==> src/rtl/conv_pkg.sv <==
// Shared definitions for the frame scheduler: FSM state encoding and output-grid size helpers.
package conv_pkg;

    typedef enum logic [2:0] {
        ST_IDLE    = 3'd0,
        ST_ISSUE   = 3'd1,
        ST_WAIT    = 3'd2,
        ST_WRITE   = 3'd3,
        ST_ADVANCE = 3'd4,
        ST_FINISH  = 3'd5
    } state_e;

    // Number of window positions along one axis.
    function automatic int unsigned out_dim(input int unsigned img, input int unsigned k,
                                            input int unsigned s);
        return (img - k) / s + 32'd1;
    endfunction

    function automatic int unsigned num_out(input int unsigned w, input int unsigned h,
                                            input int unsigned k, input int unsigned s);
        return out_dim(w, k, s) * out_dim(h, k, s);
    endfunction

endpackage

==> src/rtl/conv_frame_scheduler_if.sv <==
// Engine handshake and output-SRAM write port of the frame scheduler.
interface conv_frame_scheduler_if #(
    parameter int ADDR_WIDTH = 8,
    parameter int DATA_WIDTH = 8
);
    logic                  o_eng_start;
    logic [ADDR_WIDTH-1:0] o_eng_base;
    logic                  i_eng_done;
    logic [DATA_WIDTH-1:0] i_eng_result;
    logic                  o_out_we;
    logic [ADDR_WIDTH-1:0] o_out_addr;
    logic [DATA_WIDTH-1:0] o_out_data;

    modport master (
        output o_eng_start, o_eng_base, o_out_we, o_out_addr, o_out_data,
        input  i_eng_done, i_eng_result
    );

    modport slave (
        input  o_eng_start, o_eng_base, o_out_we, o_out_addr, o_out_data,
        output i_eng_done, i_eng_result
    );
endinterface

==> src/rtl/conv_pos_counter.sv <==
// Window position tracker: row/col advance by STRIDE with column wrap, plus raster output index.
module conv_pos_counter
    import conv_pkg::*;
#(
    parameter int IMG_W       = 8,
    parameter int IMG_H       = 8,
    parameter int KERNEL_SIZE = 3,
    parameter int STRIDE      = 1,
    parameter int ADDR_WIDTH  = 8
) (
    input  logic                  i_clk,
    input  logic                  i_rst,
    input  logic                  i_clear,
    input  logic                  i_step,
    output logic [ADDR_WIDTH-1:0] o_row,
    output logic [ADDR_WIDTH-1:0] o_col,
    output logic [ADDR_WIDTH-1:0] o_idx,
    output logic                  o_last
);
    localparam int unsigned OUT_W = out_dim(IMG_W, KERNEL_SIZE, STRIDE);
    localparam int unsigned NUM_OUT = num_out(IMG_W, IMG_H, KERNEL_SIZE, STRIDE);
    localparam logic [ADDR_WIDTH-1:0] LAST_COL = ADDR_WIDTH'((OUT_W - 1) * STRIDE);
    localparam logic [ADDR_WIDTH-1:0] LAST_IDX = ADDR_WIDTH'(NUM_OUT - 1);
    localparam logic [ADDR_WIDTH-1:0] STEP     = ADDR_WIDTH'(STRIDE);
    localparam logic [ADDR_WIDTH-1:0] ONE      = ADDR_WIDTH'(1);

    logic [ADDR_WIDTH-1:0] row_q, row_d, col_q, col_d, idx_q, idx_d;
    logic                  col_wrap_s;

    // Next position: clear to origin, or step one window in raster order.
    always_comb begin
        row_d      = row_q;
        col_d      = col_q;
        idx_d      = idx_q;
        col_wrap_s = (col_q == LAST_COL);
        if (i_clear) begin
            row_d = '0;
            col_d = '0;
            idx_d = '0;
        end else if (i_step) begin
            if (col_wrap_s) begin
                col_d = '0;
                row_d = row_q + STEP;
            end else begin
                col_d = col_q + STEP;
                row_d = row_q;
            end
            idx_d = idx_q + ONE;
        end else begin
            idx_d = idx_q;
        end
    end

    // Position registers.
    always_ff @(posedge i_clk or posedge i_rst) begin
        if (i_rst) begin
            row_q <= '0;
            col_q <= '0;
            idx_q <= '0;
        end else begin
            row_q <= row_d;
            col_q <= col_d;
            idx_q <= idx_d;
        end
    end

    assign o_row  = row_q;
    assign o_col  = col_q;
    assign o_idx  = idx_q;
    assign o_last = (idx_q == LAST_IDX);
endmodule

==> src/rtl/conv_frame_scheduler.sv <==
// Frame sequencer: issues every convolution window to the engine and writes results in raster order.
module conv_frame_scheduler
    import conv_pkg::*;
#(
    parameter int IMG_W       = 8,
    parameter int IMG_H       = 8,
    parameter int KERNEL_SIZE = 3,
    parameter int STRIDE      = 1,
    parameter int DATA_WIDTH  = 8,
    parameter int ADDR_WIDTH  = 8,
    parameter int TIMEOUT     = 255
) (
    input  logic                   i_clk,
    input  logic                   i_rst,
    input  logic                   i_start,
    input  logic                   i_abort,
    conv_frame_scheduler_if.master bus,
    output logic                   o_busy,
    output logic                   o_done,
    output logic                   o_error
);
    localparam int WAIT_W = $clog2(TIMEOUT + 1);
    localparam logic [WAIT_W-1:0]     WAIT_MAX = WAIT_W'(TIMEOUT);
    localparam logic [WAIT_W-1:0]     WAIT_ONE = WAIT_W'(1);
    localparam logic [ADDR_WIDTH-1:0] IMG_W_C  = ADDR_WIDTH'(IMG_W);

    state_e                state_q, state_d;
    logic [WAIT_W-1:0]     wait_q, wait_d;
    logic [DATA_WIDTH-1:0] result_q, result_d;
    logic                  error_q, error_d;
    logic                  clear_s, step_s, last_s;
    logic [ADDR_WIDTH-1:0] row_s, col_s, idx_s;
    logic                  eng_start_q, out_we_q, busy_q, done_q;
    logic [ADDR_WIDTH-1:0] out_addr_q;
    logic [DATA_WIDTH-1:0] out_data_q;

    conv_pos_counter #(
        .IMG_W(IMG_W), .IMG_H(IMG_H), .KERNEL_SIZE(KERNEL_SIZE),
        .STRIDE(STRIDE), .ADDR_WIDTH(ADDR_WIDTH)
    ) u_pos (
        .i_clk(i_clk), .i_rst(i_rst), .i_clear(clear_s), .i_step(step_s),
        .o_row(row_s), .o_col(col_s), .o_idx(idx_s), .o_last(last_s)
    );

    // Next-state logic; abort overrides everything, including a same-cycle engine done.
    always_comb begin
        state_d  = state_q;
        wait_d   = wait_q;
        result_d = result_q;
        error_d  = error_q;
        clear_s  = 1'b0;
        step_s   = 1'b0;
        if (i_abort && (state_q != ST_IDLE)) begin
            state_d = ST_IDLE;
        end else begin
            case (state_q)
                ST_IDLE: begin
                    if (i_start) begin
                        clear_s = 1'b1;
                        error_d = 1'b0;
                        state_d = ST_ISSUE;
                    end else begin
                        state_d = ST_IDLE;
                    end
                end
                ST_ISSUE: begin
                    wait_d  = WAIT_ONE;
                    state_d = ST_WAIT;
                end
                ST_WAIT: begin
                    if (bus.i_eng_done) begin
                        result_d = bus.i_eng_result;
                        state_d  = ST_WRITE;
                    end else if (wait_q == WAIT_MAX) begin
                        error_d = 1'b1;
                        state_d = ST_FINISH;
                    end else begin
                        wait_d = wait_q + WAIT_ONE;
                    end
                end
                ST_WRITE:   state_d = ST_ADVANCE;
                ST_ADVANCE: begin
                    if (last_s) begin
                        state_d = ST_FINISH;
                    end else begin
                        step_s  = 1'b1;
                        state_d = ST_ISSUE;
                    end
                end
                ST_FINISH:  state_d = ST_IDLE;
                default:    state_d = ST_IDLE;
            endcase
        end
    end

    // State and output registers; outputs are decoded from the next state so they align with it.
    always_ff @(posedge i_clk or posedge i_rst) begin
        if (i_rst) begin
            state_q     <= ST_IDLE;
            wait_q      <= '0;
            result_q    <= '0;
            error_q     <= 1'b0;
            eng_start_q <= 1'b0;
            out_we_q    <= 1'b0;
            out_addr_q  <= '0;
            out_data_q  <= '0;
            busy_q      <= 1'b0;
            done_q      <= 1'b0;
        end else begin
            state_q     <= state_d;
            wait_q      <= wait_d;
            result_q    <= result_d;
            error_q     <= error_d;
            eng_start_q <= (state_d == ST_ISSUE);
            out_we_q    <= (state_d == ST_WRITE);
            out_addr_q  <= (state_d == ST_WRITE) ? idx_s : '0;
            out_data_q  <= (state_d == ST_WRITE) ? result_d : '0;
            busy_q      <= (state_d != ST_IDLE);
            done_q      <= (state_d == ST_FINISH);
        end
    end

    // Row/col only move in ADVANCE, so the base stays stable from ISSUE through WRITE.
    assign bus.o_eng_base  = row_s * IMG_W_C + col_s;
    assign bus.o_eng_start = eng_start_q;
    assign bus.o_out_we    = out_we_q;
    assign bus.o_out_addr  = out_addr_q;
    assign bus.o_out_data  = out_data_q;
    assign o_busy          = busy_q;
    assign o_done          = done_q;
    assign o_error         = error_q;
endmodule
==> src/flat_wrapper.sv <==
// flat-port wrapper written by rule: the top's interface ports become plain ports
module conv_frame_scheduler_flat import conv_pkg::*;
#(
    parameter int IMG_W       = 8,
    parameter int IMG_H       = 8,
    parameter int KERNEL_SIZE = 3,
    parameter int STRIDE      = 1,
    parameter int DATA_WIDTH  = 8,
    parameter int ADDR_WIDTH  = 8,
    parameter int TIMEOUT     = 255
)
  (i_clk, i_rst, i_start, i_abort, o_busy, o_done, o_error, bus_o_eng_start, bus_o_eng_base, bus_o_out_we, bus_o_out_addr, bus_o_out_data, bus_i_eng_done, bus_i_eng_result);
  conv_frame_scheduler_if #(.ADDR_WIDTH(ADDR_WIDTH), .DATA_WIDTH(DATA_WIDTH)) bus_i ();
  input  logic i_clk;
  input  logic i_rst;
  input  logic i_start;
  input  logic i_abort;
  output logic o_busy;
  output logic o_done;
  output logic o_error;
  output wire logic [$bits(bus_i.o_eng_start)-1:0] bus_o_eng_start;
  output wire logic [$bits(bus_i.o_eng_base)-1:0] bus_o_eng_base;
  output wire logic [$bits(bus_i.o_out_we)-1:0] bus_o_out_we;
  output wire logic [$bits(bus_i.o_out_addr)-1:0] bus_o_out_addr;
  output wire logic [$bits(bus_i.o_out_data)-1:0] bus_o_out_data;
  input wire logic [$bits(bus_i.i_eng_done)-1:0] bus_i_eng_done;
  input wire logic [$bits(bus_i.i_eng_result)-1:0] bus_i_eng_result;
  assign bus_o_eng_start = bus_i.o_eng_start;
  assign bus_o_eng_base = bus_i.o_eng_base;
  assign bus_o_out_we = bus_i.o_out_we;
  assign bus_o_out_addr = bus_i.o_out_addr;
  assign bus_o_out_data = bus_i.o_out_data;
  assign bus_i.i_eng_done = bus_i_eng_done;
  assign bus_i.i_eng_result = bus_i_eng_result;
  conv_frame_scheduler #(.IMG_W(IMG_W), .IMG_H(IMG_H), .KERNEL_SIZE(KERNEL_SIZE), .STRIDE(STRIDE), .DATA_WIDTH(DATA_WIDTH), .ADDR_WIDTH(ADDR_WIDTH), .TIMEOUT(TIMEOUT)) u_core (.i_clk(i_clk), .i_rst(i_rst), .i_start(i_start), .i_abort(i_abort), .bus(bus_i), .o_busy(o_busy), .o_done(o_done), .o_error(o_error));
endmodule
==> config.mk <==
export PLATFORM = sky130hd
export DESIGN_NAME = conv_frame_scheduler_flat
export DESIGN_NICKNAME = d
export VERILOG_FILES = /design/src/rtl/conv_pkg.sv /design/src/rtl/conv_frame_scheduler_if.sv /design/src/rtl/conv_pos_counter.sv /design/src/rtl/conv_frame_scheduler.sv /design/src/flat_wrapper.sv
export SDC_FILE = /design/constraint.sdc
export NUM_CORES = 1
export LEC_CHECK = 0
export CAP_MARGIN = 20
export CORE_AREA = 2 2 72 74
export DETAILED_ROUTE_END_ITERATION = 12
export DIE_AREA = 0 0 74 76
export GPL_TIMING_DRIVEN = 0
export PLACE_DENSITY_LB_ADDON = 0.1
export SLEW_MARGIN = 10
export SYNTH_ARGS = -nofsm -noshare
export SYNTH_HDL_FRONTEND = slang
export SYNTH_SLANG_ARGS = --single-unit
export TNS_END_PERCENT = 5
==> constraint.sdc <==
create_clock -name i_clk -period 4.9 [get_ports i_clk]
set_clock_uncertainty 0.1 [all_clocks]
set_input_delay 0.49 -clock i_clk [delete_from_list [all_inputs] [get_ports i_clk]]
set_output_delay 0.49 -clock i_clk [all_outputs]
set_load 0.01 [all_outputs]
* Word-level counts from Yosys, hierarchy flattened
Cells that the tools add are included.
** Cells by class
- Muxes and demuxes :: 32
- Equal/unequal tests :: 14
- Add/sub/neg operators :: 5
- Reductions and logical operators :: 11
- Bitwise operators :: 1
** Operators by type and width (number)
- $mux 8 :: 15
- $add 8x1->8 const B :: 4
- $pmux 8 s2 :: 1
- $pmux 3 s5 :: 1
- $mux 3 :: 4
- $mux 1 :: 10
- $eq 3x2->1 const B :: 3
- $add 8x8->8 :: 1
- $eq 8x3->1 const B :: 1
- $eq 8x6->1 const B :: 1
- $eq 8x8->1 const B :: 1
- $reduce_bool 2->1 :: 4
- $eq 3x1->1 const B :: 2
- $eq 3x3->1 const B :: 2
- $ne 2x2->1 const B :: 3
- $reduce_bool 3->1 :: 2
- $reduce_and 5->1 :: 1
- $reduce_and 4->1 :: 1
- $logic_not 3->1 :: 1
- $ne 2x1->1 const B :: 1
- $pmux 1 s2 :: 1
- $reduce_and 2->1 :: 1
- $logic_and 1x1->1 :: 1
- $not 1->1 :: 1
** Storage, ports and cells
- Word-level logic and storage cells :: 76
- Flip-flop bits (word level) :: 64
- Bits of input ports :: 13
- Output and inout bits :: 29

* Longest topological paths before layout
Gate-level depths: netlist (run 1).
- Depth in word-level cells :: 7
- Gate-level depth with buffers :: 7

* Modules after synthesis
From an unflattened synthesis (run 1), not the netlist that was laid out.
** Second synthesis, totals
- Cells, all modules :: 278
- Area, all modules :: 2856.5 um^2
** By module, submodules not included
- conv_frame_scheduler :: instances 1, sequential area each 800.8 um^2, area each 1562.7 um^2, cells an instance 146
- conv_pos_counter :: instances 1, sequential area each 600.6 um^2, area each 1293.7 um^2, cells an instance 132

* Worst setup path after synthesis (run 1)
OpenSTA, ideal clock, no wires.
- Path type :: reg-to-reg
- From :: reg u_core.u_pos.col_q[1], in the netlist u_core.u_pos.o_col[1]
- To :: reg u_core.u_pos.row_q[3], in the netlist u_core.u_pos.o_row[3]
- Arrival :: 2.033 ns
- Cell stages (with the launch flop) :: 8
- Clock period less this slack :: 2.211 ns
- Slack :: 2.689 ns
- Library setup time :: 0.078 ns
- Cells stage by stage :: dfrtp_1 inv_1 ha_1 or4bb_1 o41ai_4 nand4_1 or3_1 a21oi_1
** On the way
- Cells in the longest elaborated chain, start to end :: 3
** RTL lines
- start: declaration :: RTL line conv_pos_counter.sv:27 : logic [ADDR_WIDTH-1:0] row_q, row_d, col_q, col_d, idx_q, idx_d;
- start signal: assignment :: RTL line conv_pos_counter.sv:62 : col_q <= col_d;
- $eq 8x3->1 :: RTL line conv_pos_counter.sv:35 : col_wrap_s = (col_q == LAST_COL);
- $reduce_bool 2->1 (no source line)
- $reduce_and 2->1 (no source line)
- end signal: assignment :: RTL line conv_pos_counter.sv:61 : row_q <= row_d;
- end: declaration :: RTL line conv_pos_counter.sv:27
Every way passes these cells.
A chain may end at the register's enable or synchronous reset.

* Final worst setup path (run 1)
- From :: reg u_core.u_pos.col_q[3], in the netlist u_core.u_pos.o_col[3]
- To :: out bus_o_eng_base[7]
** On the way
- Cells in the longest elaborated chain, start to end :: 1
** RTL lines
- $add 8x8->8 :: RTL line conv_frame_scheduler.sv:124 : assign bus.o_eng_base = row_s * IMG_W_C + col_s;
- end: declaration :: RTL line flat_wrapper.sv:22 : output wire logic [$bits(bus_i.o_eng_base)-1:0] bus_o_eng_base;
Every way passes these cells.

==> summary.md, run 1 <==
| Metric | Value |
|---|---|
| Core footprint | `4910 um^2` |
| CTS tree | `built` |
| Worst-skew pair later-pin latency | `0.31 ns` |
| Post-route ant nets | `0` |
| Synth Area per Inst | `10.3 um^2` |
| Mapped cell area | `2650 um^2` |
| DRC violations left | `0` |
| HP Class | `in -> async` |
| Syn Inst Count | `258` |
| Max Freq | `334 MHz` |
| Drt pass-1 iters | `4` |
| Number of DRC markers in iteration 0 | `97` |
| Max clock buf depth | `2` |
| Port Buffer Count | `41` |
| FFs w/ async S/R, synth | `1.00` |
| MaxCap Viol Count | `0` |
| CP Class | `reg -> out` |
| Crit start category | `register` |
| Antenna violations before repair | `0` |
| # H-tree levels | `2` |
| Root Buffer | `clkbuf_8` |
| Register area share after synthesis | `0.501` |
| Number of global-route vias before repair | `1924` |
| RSZ-0062 raised after global routing | `no` |
| Register bit total from synthesis | `53` |
| Placed cells | `370` |
| Pwr Density | `352 nW/um^2` |
| Crit path required time | `4.31 ns` |
| VDD IR max | `0.234 mV` |
| Post-synth EDFFs | `0` |
| CTS buffer count | `5` |
| CTS resizes | `0` |
| Seq. cell area | `1330 um^2` |
| YS warnings | `0` |
| Share of cells above drive strength 1 | `0.0844` |
| DP Wirelength | `3640 um` |
| Antenna Cells | `0` |
| Die W | `74 um` |
| Routed len/inst | `13.3 um` |
| Critical Path Sink Type | `output port` |
| Reg2reg setup slack | `2.41 ns` |
| Die height | `76 um` |
| Die footprint | `5620 um^2` |
| Clk sink count | `53` |
| Hold_buf cts | `0` |
| Final min period | `2.99 ns` |
| Synth cell types | `51` |
| Leak | `1.43 nW` |
| Vias/cell | `5.48` |
| Final-report hold violation count | `0` |
| Syn nets | `281` |
| Largest net degree at the start of global routing | `30` |
| Design area | `3250 um^2` |
| CP arrival | `2.40 ns` |
| Global-route wire length before repair | `8650 um` |
| Fill count | `391` |
| Setup TNS | `0 ns` |
| Ys flop type | `dfrtp_1` |
| Layout area overhead | `22.9%` |
| Site Rows | `26` |
| Final nets | `330` |
| Fin. max-slew vios | `0` |
| Multi-input logic area | `1220 um^2` |
| # setup viols final | `0` |
| Starting Density | `0.539` |
| Post-CTS setup buffers | `0` |
| Status | `complete, no violations` |
| All-layer global routing usage | `0.193` |
| I/O pin count | `42` |
| Period utilisation layout | `0.611` |
| Drt total wl | `5010 um` |
| Via Count | `2070` |
| Crit-path max FO | `7` |
| Post-DP Area | `3170 um^2` |
| Grt ovf | `0` |
| Tightest Pin Transition | `0.570 ns` |
| Max-slew headroom | `0.615` |
| Post-layout instance count excluding filler cells | `378` |
| Clk slew on worst S/H paths | `0.10 ns` |
| Routability cong. | `0.845` |
## metal layers
| metal | track usage | up-vias | wire (um) |
|---|---|---|---|
| met2 | 0.308 | 53 | 2390 |
| met5 | 0 | - | 0 |
| met1 | 0.261 | 994 | 2280 |
| li1 | - | 1016 | - |
| met4 | 0.0582 | 0 | 72 |
| met3 | 0.0423 | 7 | 274 |
## flip-flops by register name, summed over array words and instances (netlist names)
register / cells
u_core.o_done: 1
u_core.u_pos.o_idx: 8
u_core.wait_q: 8
u_core.bus.o_out_we: 1
u_core.bus.o_out_addr: 8
u_core.u_pos.o_col: 8
u_core.state_q: 3
u_core.bus.o_eng_start: 1
u_core.o_busy: 1
u_core.o_error: 1
u_core.bus.o_out_data: 8
u_core.u_pos.o_row: 5
## worst paths after layout
check	startpoint	end	cells after the start
setup / recovery	u_core.u_pos.o_col[3]	bus_o_eng_base[7]	8
hold / removal	i_rst	u_core.bus.o_out_addr[7]	2
setup reg to reg	u_core.u_pos.o_idx[0]	u_core.u_pos.o_idx[6]	7
hold reg to reg	u_core.wait_q[6]	u_core.wait_q[6]	1
max in group asynchronous	i_rst	u_core.wait_q[5]	3
min in group i_clk	u_core.wait_q[6]	u_core.wait_q[6]	1
## cells in the mapped netlist (2+ instances only)
cell type | number | area (um^2)
or4_1 | 3 | 22.5
mux2i_1 | 2 | 20.0
nor3_1 | 2 | 10.0
and3_1 | 5 | 31.3
o21bai_1 | 2 | 15.0
or3_1 | 6 | 37.5
and2_1 | 18 | 113
nand3_1 | 15 | 75.1
nor2_1 | 17 | 63.8
xnor2_1 | 5 | 43.8
buf_4 | 4 | 30.0
inv_1 | 10 | 37.5
a21oi_1 | 12 | 60.1
o211ai_1 | 2 | 15.0
nand4_1 | 6 | 37.5
or2_2 | 5 | 31.3
dfrtp_1 | 53 | 1330
nand2b_1 | 3 | 18.8
o31ai_1 | 5 | 37.5
xor2_1 | 4 | 35.0
ha_1 | 9 | 113
o21ai_0 | 22 | 110
nand2_1 | 16 | 60.1
clkbuf_1 | 4 | 15.0
a21o_1 | 2 | 15.0
## placed cells by master (no fill, tap or decap), types with 3 or more instances in the layout
cell type and n:
clkbuf_1 5, dfrtp_1 53, clkdlybuf4s50_1 41, o21ai_0 22, or3_1 6, nand2b_1 3, inv_1 9, nand3_1 15
xnor2_1 5, and3_1 5, o31ai_1 5, or4_1 3, ha_1 9, and2_1 18, xor2_1 4, nand4_1 6
clkbuf_8 5, nand2_1 16, a21oi_1 12, nor2_1 17, buf_4 4, or2_2 5
## power by group
part | internal [W] | total [W] | leakage, nW | switching, W
registers | 0.000492 | 0.000550 | 0.727 | 0.0000580
clock network | 0.000101 | 0.000248 | 0.0374 | 0.000147
logic | 0.000168 | 0.000346 | 0.666 | 0.000178
## final cells by class
| type | count | area share |
|---|---|---|
| multi-input cells | 185 | 0.376 |
| inverters | 10 | 0.0115 |
| plain buffers | 10 | 0.0188 |
| clock buffers | 6 | 0.0223 |
| well taps | 70 | 0.0269 |
| clock inverters | 2 | 0.00461 |
| flip-flops and latches | 53 | 0.408 |
| repair buffers | 42 | 0.132 |
## logic make-up (layout without fill, tap and decap cells)
group                      after synthesis  in the layout  synth area share
AOI/OAI and AO/OA                       57             57             0.147
xor gates and xnor gates                 9              9            0.0298
adders and majority gates               10             10            0.0501
buffers and inverters                   20             70            0.0373
DFF                                     53             53             0.501
muxes                                    3              3            0.0118
and+or+nand+nor                        106            106             0.223
## critical path: stages (launching register included)
cell and delay (ns):
dfrtp_1 0.46, ha_1 0.20, inv_1 0.05, fa_1 0.39
inv_1 0.07, a21o_1 0.11, a21oi_1 0.08, xnor2_1 0.17
clkdlybuf4s50_1 0.56
## metrics by stage
stage,utilization,hold WS (ns),worst slack (ns),power (W)
2_1_floorplan,-,0.373,2.69,0.000769
6_report,0.663,0.423,1.91,0.00114
3_3_place_gp,0.641,0.398,2.06,0.000895
5_1_grt,0.663,0.445,1.74,0.00122
3_5_place_dp,0.645,0.406,2.08,0.000908
4_1_cts,0.663,0.420,1.87,0.00116
(Power assumes the default switching activity.)
==> run 2, diff against run 1 <==
--- a/config.mk
+++ b/config.mk
@@ -6,9 +6,9 @@
 export NUM_CORES = 1
 export LEC_CHECK = 0
 export CAP_MARGIN = 20
-export CORE_AREA = 2 2 72 74
+export CORE_AREA = 2 2 78 80
 export DETAILED_ROUTE_END_ITERATION = 12
-export DIE_AREA = 0 0 74 76
+export DIE_AREA = 0 0 80 82
 export GPL_TIMING_DRIVEN = 0
 export PLACE_DENSITY_LB_ADDON = 0.1
 export SLEW_MARGIN = 10
==> constraint.sdc (replaced) <==
create_clock -name i_clk -period 2.6 [get_ports i_clk]
set_clock_uncertainty 0.1 [all_clocks]
set_input_delay 0.26 -clock i_clk [delete_from_list [all_inputs] [get_ports i_clk]]
set_output_delay 0.26 -clock i_clk [all_outputs]
set_load 0.01 [all_outputs]
==> run 2 against run 1 <==
Against the previous run:
- sequential share of layout area fell by 0.23 points
- critical path type unchanged
- combinational power up 90%
- non-clock buffer count grew 1
- highest routed layer unchanged
==> summary.md, run 2 (synthesis gave the netlist of run 1 again) <==
| Metric | Value |
|---|---|
| Most frequent cells in the layout | `dfrtp_1, clkdlybuf4s50_1, o21ai_0, and2_1, nor2_1` |
| Grt ovf | `0 (unchanged)` |
| Worst setup path startpoint | `u_core.u_pos.o_col[4]` |
| Vias/cell | `5.23 (-4.6%)` |
| Via Count | `2007 (-3.0%)` |
| Sw power | `0.000709 W (+85%)` |
| Core footprint | `5750 um^2 (+17%)` |
| Max-slew headroom | `0.669 (+0.0542)` |
| CTS tree | `built` |
| Number of DRC markers in iteration 0 | `114 (+18%)` |
| Crit start category | `register` |
| Die height | `82 um (+7.9%)` |
| Drt total wl | `5130 um (+2.3%)` |
| Port Buffer Count | `41 (unchanged)` |
| Layout area overhead | `23.8%` |
| Die W | `80 um (+8.1%)` |
| Fin util | `0.571 (-0.0917)` |
| RSZ-0062 raised after global routing | `no` |
| DRC violations left | `0 (unchanged)` |
| Period utilisation layout | `0.951` |
| Status | `complete, no violations` |
| R2r startpoint | `u_core.u_pos.o_col[1]` |
| Crit path required time | `2.24 ns (-2.07 ns)` |
| # setup viols final | `0 (unchanged)` |
| Number of global-route vias before repair | `1865 (-3.1%)` |
| Root Buffer | `clkbuf_8` |
| Largest net degree at the start of global routing | `35 (+17%)` |
| Fin. max-slew vios | `0 (unchanged)` |
| Max Freq | `404 MHz` |
| MaxCap Viol Count | `0 (unchanged)` |
| Site Rows | `28 (+7.7%)` |
| Hold_buf cts | `0 (unchanged)` |
| # H-tree levels | `2 (unchanged)` |
| Routed len/inst | `13.3 um (+0.66%)` |
| HP Class | `in -> async` |
| DP Wirelength | `3700 um (+1.6%)` |
| Die footprint | `6560 um^2 (+17%)` |
| Pint | `0.00144 W (+89%)` |
| Pwr Density | `655 nW/um^2 (+86%)` |
| Tightest Pin Transition | `0.497 ns (-0.0735 ns)` |
| Leak | `1.45 nW (+1.2%)` |
| Worst-skew pair later-pin latency | `0.31 ns (about the same)` |
| CP arrival | `2.11 ns (-0.29 ns)` |
| Antenna Cells | `0 (unchanged)` |
| Clk sink count | `53 (unchanged)` |
| Power Total | `0.00215 W (+88%)` |
| Commonest non-fill, non-tap cell in the layout | `dfrtp_1` |
| Global-route wire length before repair | `8920 um (+3.1%)` |
| Routability cong. | `0.771 (-8.7%)` |
| Max clock buf depth | `2 (unchanged)` |
| Post-route ant nets | `0 (unchanged)` |
| Clk slew on worst S/H paths | `0.09 ns (about the same)` |
| CP Class | `reg -> out` |
| Final nets | `331 (+0.30%)` |
| Switching share of power | `0.330 (-0.00485)` |
| Critical Path Sink Type | `output port` |
| Drt pass-1 iters | `4 (unchanged)` |
| All-layer global routing usage | `0.174 (-0.0189)` |
| VDD IR max | `0.389 mV (+66%)` |
| I/O pin count | `42 (unchanged)` |
| CTS buffer count | `5 (unchanged)` |
| Starting Density | `0.461 (-0.0782)` |
| Crit-path max FO | `9 (+2)` |
| Clk pwr share | `0.215 (-0.002)` |
| Combinational power share | `0.306 (+0.003)` |
| Final-report hold violation count | `0 (unchanged)` |
| Antenna violations before repair | `0 (unchanged)` |
| Final min period | `2.47 ns` |
| Reg power frac | `0.479 (-0.002)` |
| Share of cells above drive strength 1 | `0.104 (+0.0191)` |
## run 2: cell type report
cell class,instances,area (um^2)
fillers,538,2470
flip-flops and latches,53,1330
multi-input cells,185,1230
repair buffers,43,437
well taps,75,93.8
clock buffers,6,72.6
plain buffers,10,62.6
inverters,10,37.5
clock inverters,2,13.8
## run 2: metrics by stage
step                worst slack, ns  hold WS (ns)  TNS, ns  instances  area [um^2]
CTS                          0.0716         0.175        0        383         3260
floorplan                     0.389         0.223        0        258         2650
finish                        0.127         0.169        0        384         3280
global placement            -0.0996         0.397    -5.15        374         3150
detailed placement          0.00561         0.406        0        375         3170
global route                0.00392         0.203        0        384         3280
## run 2: worst paths after layout
path	slack (ns)	cells past startpoint	end
worst min-delay path	0.17	2	u_core.wait_q[7]
worst max-delay path	0.13	5	bus_o_eng_base[6]
worst max register to register	0.15	7	u_core.u_pos.o_row[4]
min in group i_clk	0.41	2	u_core.bus.o_out_data[6]
max in group asynchronous	1.69	3	u_core.u_pos.o_col[4]
worst min register to register	0.42	1	u_core.wait_q[6]
## run 2: power by group through the flow
stage / Clock [W] / Combinational, W / Sequential [W]
final: 0.000461 / 0.000657 / 0.00103
after global routing: 0.000518 / 0.000744 / 0.00105
after floorplan: 0 / 0.000406 / 0.00104
after detailed placement: 0 / 0.000664 / 0.00105
after global placement: 0 / 0.000647 / 0.00105
after CTS: 0.000485 / 0.000662 / 0.00103
## run 2: worst max-delay path, stage by stage (launching register included)
cell,delay [ns]
dfrtp_2,0.49
ha_1,0.31
a21o_1,0.15
a21oi_1,0.17
xnor2_1,0.14
clkdlybuf4s50_1,0.55
## run 2: repair_timing
item / 4_1_cts / 5_1_grt
resized for setup: 3 / 4
buffers inserted: 0 / 1
pin swaps: 0 / 1
setup endpoints to repair: 1 / 12
cloned: 0 / 0
endpoints found under the hold margin: 0 / 0
## run 2: metal layers
metal	global-route usage	up-vias	wire, um
met4	0.0559	0	68
met1	0.235	945	2470
met2	0.278	38	2350
li1	-	1017	-
met5	0	-	0
met3	0.0418	7	240
